## src/rtl/shift_register_universal.sv

```systemverilog
// Universal shift register: hold / shift up / shift down / parallel load, with a frame counter.
// Optional circular shifting via the `rotate` input when ROTATE_SHIFT_EN is defined.
module shift_register_universal #(
    parameter int               WIDTH       = 4,
    parameter logic [WIDTH-1:0] RESET_VALUE = '0,
    localparam int              CNT_W       = $clog2(WIDTH + 1)
) (
    input  logic             clock,
    input  logic             clear,
    input  logic             enable,
    input  logic [1:0]       mode,
    input  logic             sin_lsb,
    input  logic             sin_msb,
`ifdef ROTATE_SHIFT_EN
    input  logic             rotate,
`endif
    input  logic [WIDTH-1:0] load_data,
    output logic [WIDTH-1:0] q,
    output logic             sout_msb,
    output logic             sout_lsb,
    output logic [CNT_W-1:0] shift_count,
    output logic             frame_done
);

    localparam logic [1:0] MODE_HOLD = 2'b00;
    localparam logic [1:0] MODE_UP   = 2'b01;
    localparam logic [1:0] MODE_DOWN = 2'b10;
    localparam logic [1:0] MODE_LOAD = 2'b11;

    localparam logic [CNT_W-1:0] CNT_LAST = CNT_W'(WIDTH - 1);

    logic fill_up;
    logic fill_down;
    logic is_shift;

    // Bit entering the vacated end: serial input, or the bit falling off the other end when rotating.
`ifdef ROTATE_SHIFT_EN
    assign fill_up   = rotate ? q[WIDTH-1] : sin_lsb;
    assign fill_down = rotate ? q[0]       : sin_msb;
`else
    assign fill_up   = sin_lsb;
    assign fill_down = sin_msb;
`endif

    assign is_shift = enable && (mode == MODE_UP || mode == MODE_DOWN);
    assign sout_msb = q[WIDTH-1];
    assign sout_lsb = q[0];

    always_ff @(posedge clock) begin
        if (clear) begin
            q           <= RESET_VALUE;
            shift_count <= '0;
            frame_done  <= 1'b0;
        end else begin
            frame_done <= 1'b0;
            if (enable) begin
                case (mode)
                    MODE_UP:   q <= {q[WIDTH-2:0], fill_up};
                    MODE_DOWN: q <= {fill_down, q[WIDTH-1:1]};
                    MODE_LOAD: begin
                        q           <= load_data;
                        shift_count <= '0;
                    end
                    default:   q <= q;
                endcase
            end
            // Direction is irrelevant to framing; every shift edge advances the count.
            if (is_shift) begin
                if (shift_count == CNT_LAST) begin
                    shift_count <= '0;
                    frame_done  <= 1'b1;
                end else begin
                    shift_count <= shift_count + 1'b1;
                end
            end
        end
    end

endmodule
```

## config.mk

```make
export PLATFORM = sky130hd
export DESIGN_NAME = shift_register_universal
export DESIGN_NICKNAME = d
export VERILOG_FILES = /design/src/rtl/shift_register_universal.sv
export SDC_FILE = /design/constraint.sdc
export NUM_CORES = 1
export LEC_CHECK = 0
export CAP_MARGIN = 20
export CORE_AREA = 2 2 39 41
export CTS_CLUSTER_DIAMETER = 40
export DETAILED_ROUTE_END_ITERATION = 10
export DIE_AREA = 0 0 41 43
export MAX_ROUTING_LAYER = met4
export PLACE_DENSITY_LB_ADDON = 0.12
export RECOVER_POWER = 50
export SLEW_MARGIN = 15
export SYNTH_ARGS = -nofsm -noshare
export SYNTH_HDL_FRONTEND = slang
export SYNTH_SLANG_ARGS = --single-unit
```

## constraint.sdc

```tcl
create_clock -name clock -period 3.35 [get_ports clock]
set_clock_uncertainty 0.05 [all_clocks]
set_input_delay 1.005 -clock clock [delete_from_list [all_inputs] [get_ports clock]]
set_output_delay 1.005 -clock clock [all_outputs]
set_load 0.02 [all_outputs]
```

* Word-level counts from Yosys, hierarchy flattened
Index checks and enable logic that the tools add are counted.
** Storage, ports and cells
- Logic and storage cells :: 23
- Register bits after elaboration :: 8
- Output and inout bits :: 10
** Operators by class
- Mux-type cells :: 6
- $add $sub $neg :: 1
- Bitwise logic cells :: 1
- Reductions and logical operators :: 8
- Equal/unequal tests :: 4
** Operator list (count)
- $mux W3 :: 4
- $pmux W4 S3 :: 1
- $eq A2 B2 Y1 const B :: 2
- $reduce_and A2 Y1 :: 2
- $reduce_bool A2 Y1 :: 2
- $add A3 B1 Y3 const B :: 1
- $eq A3 B2 Y1 const B :: 1
- $reduce_bool A3 Y1 :: 1
- $eq A2 B1 Y1 const B :: 1
- $reduce_or A2 Y1 :: 1
- $logic_and A1 B1 Y1 :: 1
- $logic_or A1 B1 Y1 :: 1
- $mux W1 :: 1
- $not A1 Y1 :: 1

* Logic depth before layout (Yosys ltp)
- Word-level depth :: 5
- Gate-level depth with buffers :: 5
- Gate-level depth less buffers :: 5

* Worst setup path before layout
OpenSTA, ideal clock, no wires.
- Path kind :: input-to-reg
- Start :: input port mode[0]
- End :: register shift_count[0]
- Stages on the path :: 5
- Path slack :: 1.336 ns
- Library setup time :: 0.067 ns
- Arrival :: 1.897 ns
- Cells stage by stage :: inv_1 -> ha_1 -> nand2_2 -> or3_1 -> a21oi_2
** Between the ends
- Longest elaborated chain between the ends :: 5
- Elaborated cells between the ends (all ways) :: 9
- Those cells by class :: eq/ne (3); mux (1); reduce/logical (5)
** RTL lines
- start, declared :: line 11 : input logic [1:0] mode,
- $eq A2 B1 Y1 / $eq A2 B2 Y1 (equally long branches) :: line 45 : assign is_shift = enable && (mode == MODE_UP || mode == MODE_DOWN);
- $logic_or A1 B1 Y1 :: line 45
- $logic_and A1 B1 Y1 :: line 45
- $reduce_bool A2 Y1 (no source line)
- $reduce_and A2 Y1 (no source line)
- end signal, assigned :: line 73 : shift_count <= shift_count + 1'b1;
- end, declared :: line 21 : output logic [CNT_W-1:0] shift_count,
Parallel ways exist; a longest one is shown, timed or not.
A chain may end at the register's enable or synchronous reset.

* Final worst setup path
- Start :: input port mode[1]
- End :: register shift_count[0]
The elaborated chain is that of the path after synthesis.

==> summary.txt <==
Yosys
  – Yosys cell types: 21
  – Post-synthesis sequential area ratio: 35.7%
  – Syn. warnings: 0
  – Post-synthesis average cell area: 8.98 um2
  – Cells after Synth: 50
  – Synth Cell Area: 449 um2
  – Syn_nets: 66
  – Synthesized flop and latch total: 8

Route
  – Starting DRT DRC Count: 6
  – DR pass1 iterations: 3
  – DRC: 0
  – Post-DR vias/cell: 5.03
  – Routed WL: 984 um
  – Detailed-route via count: 433
  – Mean routed wirelength per cell: 11.4 um
  – Final antenna-violating net count: 0

Placement
  – HPWL Detailed: 764 um
  – PortBufs: 20
  – Post-DP Area: 651 um2
  – Placed insts: 83
  – GPL Wtd Cong: 0.696

Timing
  – Final worst-path cycle share: 72.2%
  – Final min period: 2.42 ns
  – Fmax: 413 MHz
  – Worst Max-Slew Pin Slew: 0.323 ns
  – RSZ-0062 raised after global routing: false
  – Fin Setup TNS: 0 ns
  – Fin. max-slew vios: 0
  – Hold Vio Cnt, Final: 0
  – Final setup fails: 0
  – Max transition margin: 78.4%

Floorplan
  – Initial Utilization: 32.5%
  – # rows: 14
  – Die Y: 43 um
  – Die area: 1760 um2
  – I/O Pins: 21
  – Core ar.: 1380 um2
  – DIE WIDTH: 41 um

Clock tree
  – Hold buffer count at CTS: 0
  – Clock Latency Late Sink: 0.25 ns
  – TritonCTS clock tree: built
  – Post-CTS Setup Bufs: 0
  – CTS resizes: 0
  – Clk sinks: 8
  – CTS max path bufs: 2
  – CTS root buffer: clkbuf_4
  – Number of buffers created by CTS: 3
  – H-Tree Level Count: 1
  – Clk pin slew, worst setup/hold paths: 0.06 ns

Layout
  – Final Cell Area: 673 um2
  – Commonest non-fill, non-tap cell in the layout: clkdlybuf4s50_1
  – Multi-input gate area: 263 um2
  – Post-layout nets: 88
  – Fraction of layout cells with a size suffix above 1: 10.0%
  – Antenna cells: 0
  – Area Growth Syn to Fin: 49.9%
  – Filler instances: 155
  – Register area: 160 um2
  – Most frequent cells in the layout: clkdlybuf4s50_1, dfxtp_1, nor2_1
  – Fin cells: 86
  – Final Util: 48.6%

Critical path
  – Startpoint class of the critical path: input pin
  – Worst endpoint required time: 3.49 ns
  – Crit end category: flip-flop
  – Worst Path Max Fanout: 4
  – Crit Path Class: in2reg
  – Arrival @ worst endpoint: 2.56 ns

GRT
  – Largest net degree at the start of global routing: 9
  – First-pass GRT wire length: 1590 um
  – Gr ovfl total: 0
  – Initial antenna violation count: 0
  – Vias in the first global route: 395
  – GRT Total Usage: 14.0%

Power
  – Total Power: 0.242 mW
  – Peak supply drop: 269 uV
  – Pwr per Cell Area: 359 nW/um2
  – P_leak: 0.276 nW

Run status
  – Outcome: finished clean

Run
  – Max-cap violations: 0

Hold path
  – Hold crit path type: reg2reg
Yosys cell counts, drive strengths merged:
master,instances,area (um2)
clkbuf,1,3.75
buf,2,15.0
a221oi,4,35.0
a21oi,2,13.8
o21ai,1,5.00
ha,5,62.6
a211oi,4,30.0
and2b,1,8.76
mux2,1,11.3
or3,1,6.26
nand2,6,25.0
a32oi,1,8.76
nor3b,1,7.51
inv,2,7.51
dfxtp,8,160
nand2b,2,12.5
nor2,6,22.5
o21a,1,7.51
nor2b,1,6.26
metal layers:
metal  up-vias  track usage [%]  wire length (um)
met1       196             14.8               412
met2        17             21.3               465
met3         2             8.38               100
met4         0             4.00                 6
met5         -                -                 0
li1        218                -                 -
area by class of cell:
type                       count  area share, %
clock buffer                   3           3.35
inverter                       2           1.12
multi-input combinational     37           39.0
sequential                     8           23.8
tap                           16           2.97
timing repair buffer          20           29.7
registers in the layout, indices dropped and copies added (netlist names):
register     flops
shift_count      3
q                4
frame_done       1
final timing paths:
kind,startpoint,end,slack [ns],cells past startpoint
max,mode[1],shift_count[0]$_SDFFE_PP0P_,0.93,6
min,shift_count[2]$_SDFFE_PP0P_,shift_count[2]$_SDFFE_PP0P_,0.41,2
max reg2reg,shift_count[0]$_SDFFE_PP0P_,shift_count[0]$_SDFFE_PP0P_,2.11,4
min reg2reg,shift_count[2]$_SDFFE_PP0P_,shift_count[2]$_SDFFE_PP0P_,0.41,2
kinds of logic after synthesis:
logic type	Yosys count	share of synthesized area, %
simple gates	18	19.8
flops	8	35.7
buf+inv	5	5.85
compound gates	13	22.3
fa+ha+maj	5	13.9
mux	1	2.51
worst max-delay path, cell delays in order:
cell	delay, ns
dlygate4sd3_1	0.60
inv_1	0.06
ha_1	0.34
nand2_2	0.07
or3_1	0.36
a21oi_2	0.13
where the power goes:
group / total, mW / internal [mW] / switching, mW
Clock: 0.0750 / 0.0411 / 0.0339
Combinational: 0.0610 / 0.0325 / 0.0284
Sequential: 0.106 / 0.100 / 0.00530
Total: 0.242 / 0.174 / 0.0677
metrics by stage:
step                      hold WS, ns  setup WS, ns
after CTS                       0.424         0.991
after detailed placement        0.411         0.717
after global placement          0.408         0.749
after floorplan                 0.487          1.34
final                           0.414         0.930
after global routing            0.449         0.849
Power figures use the tool's default switching activity.
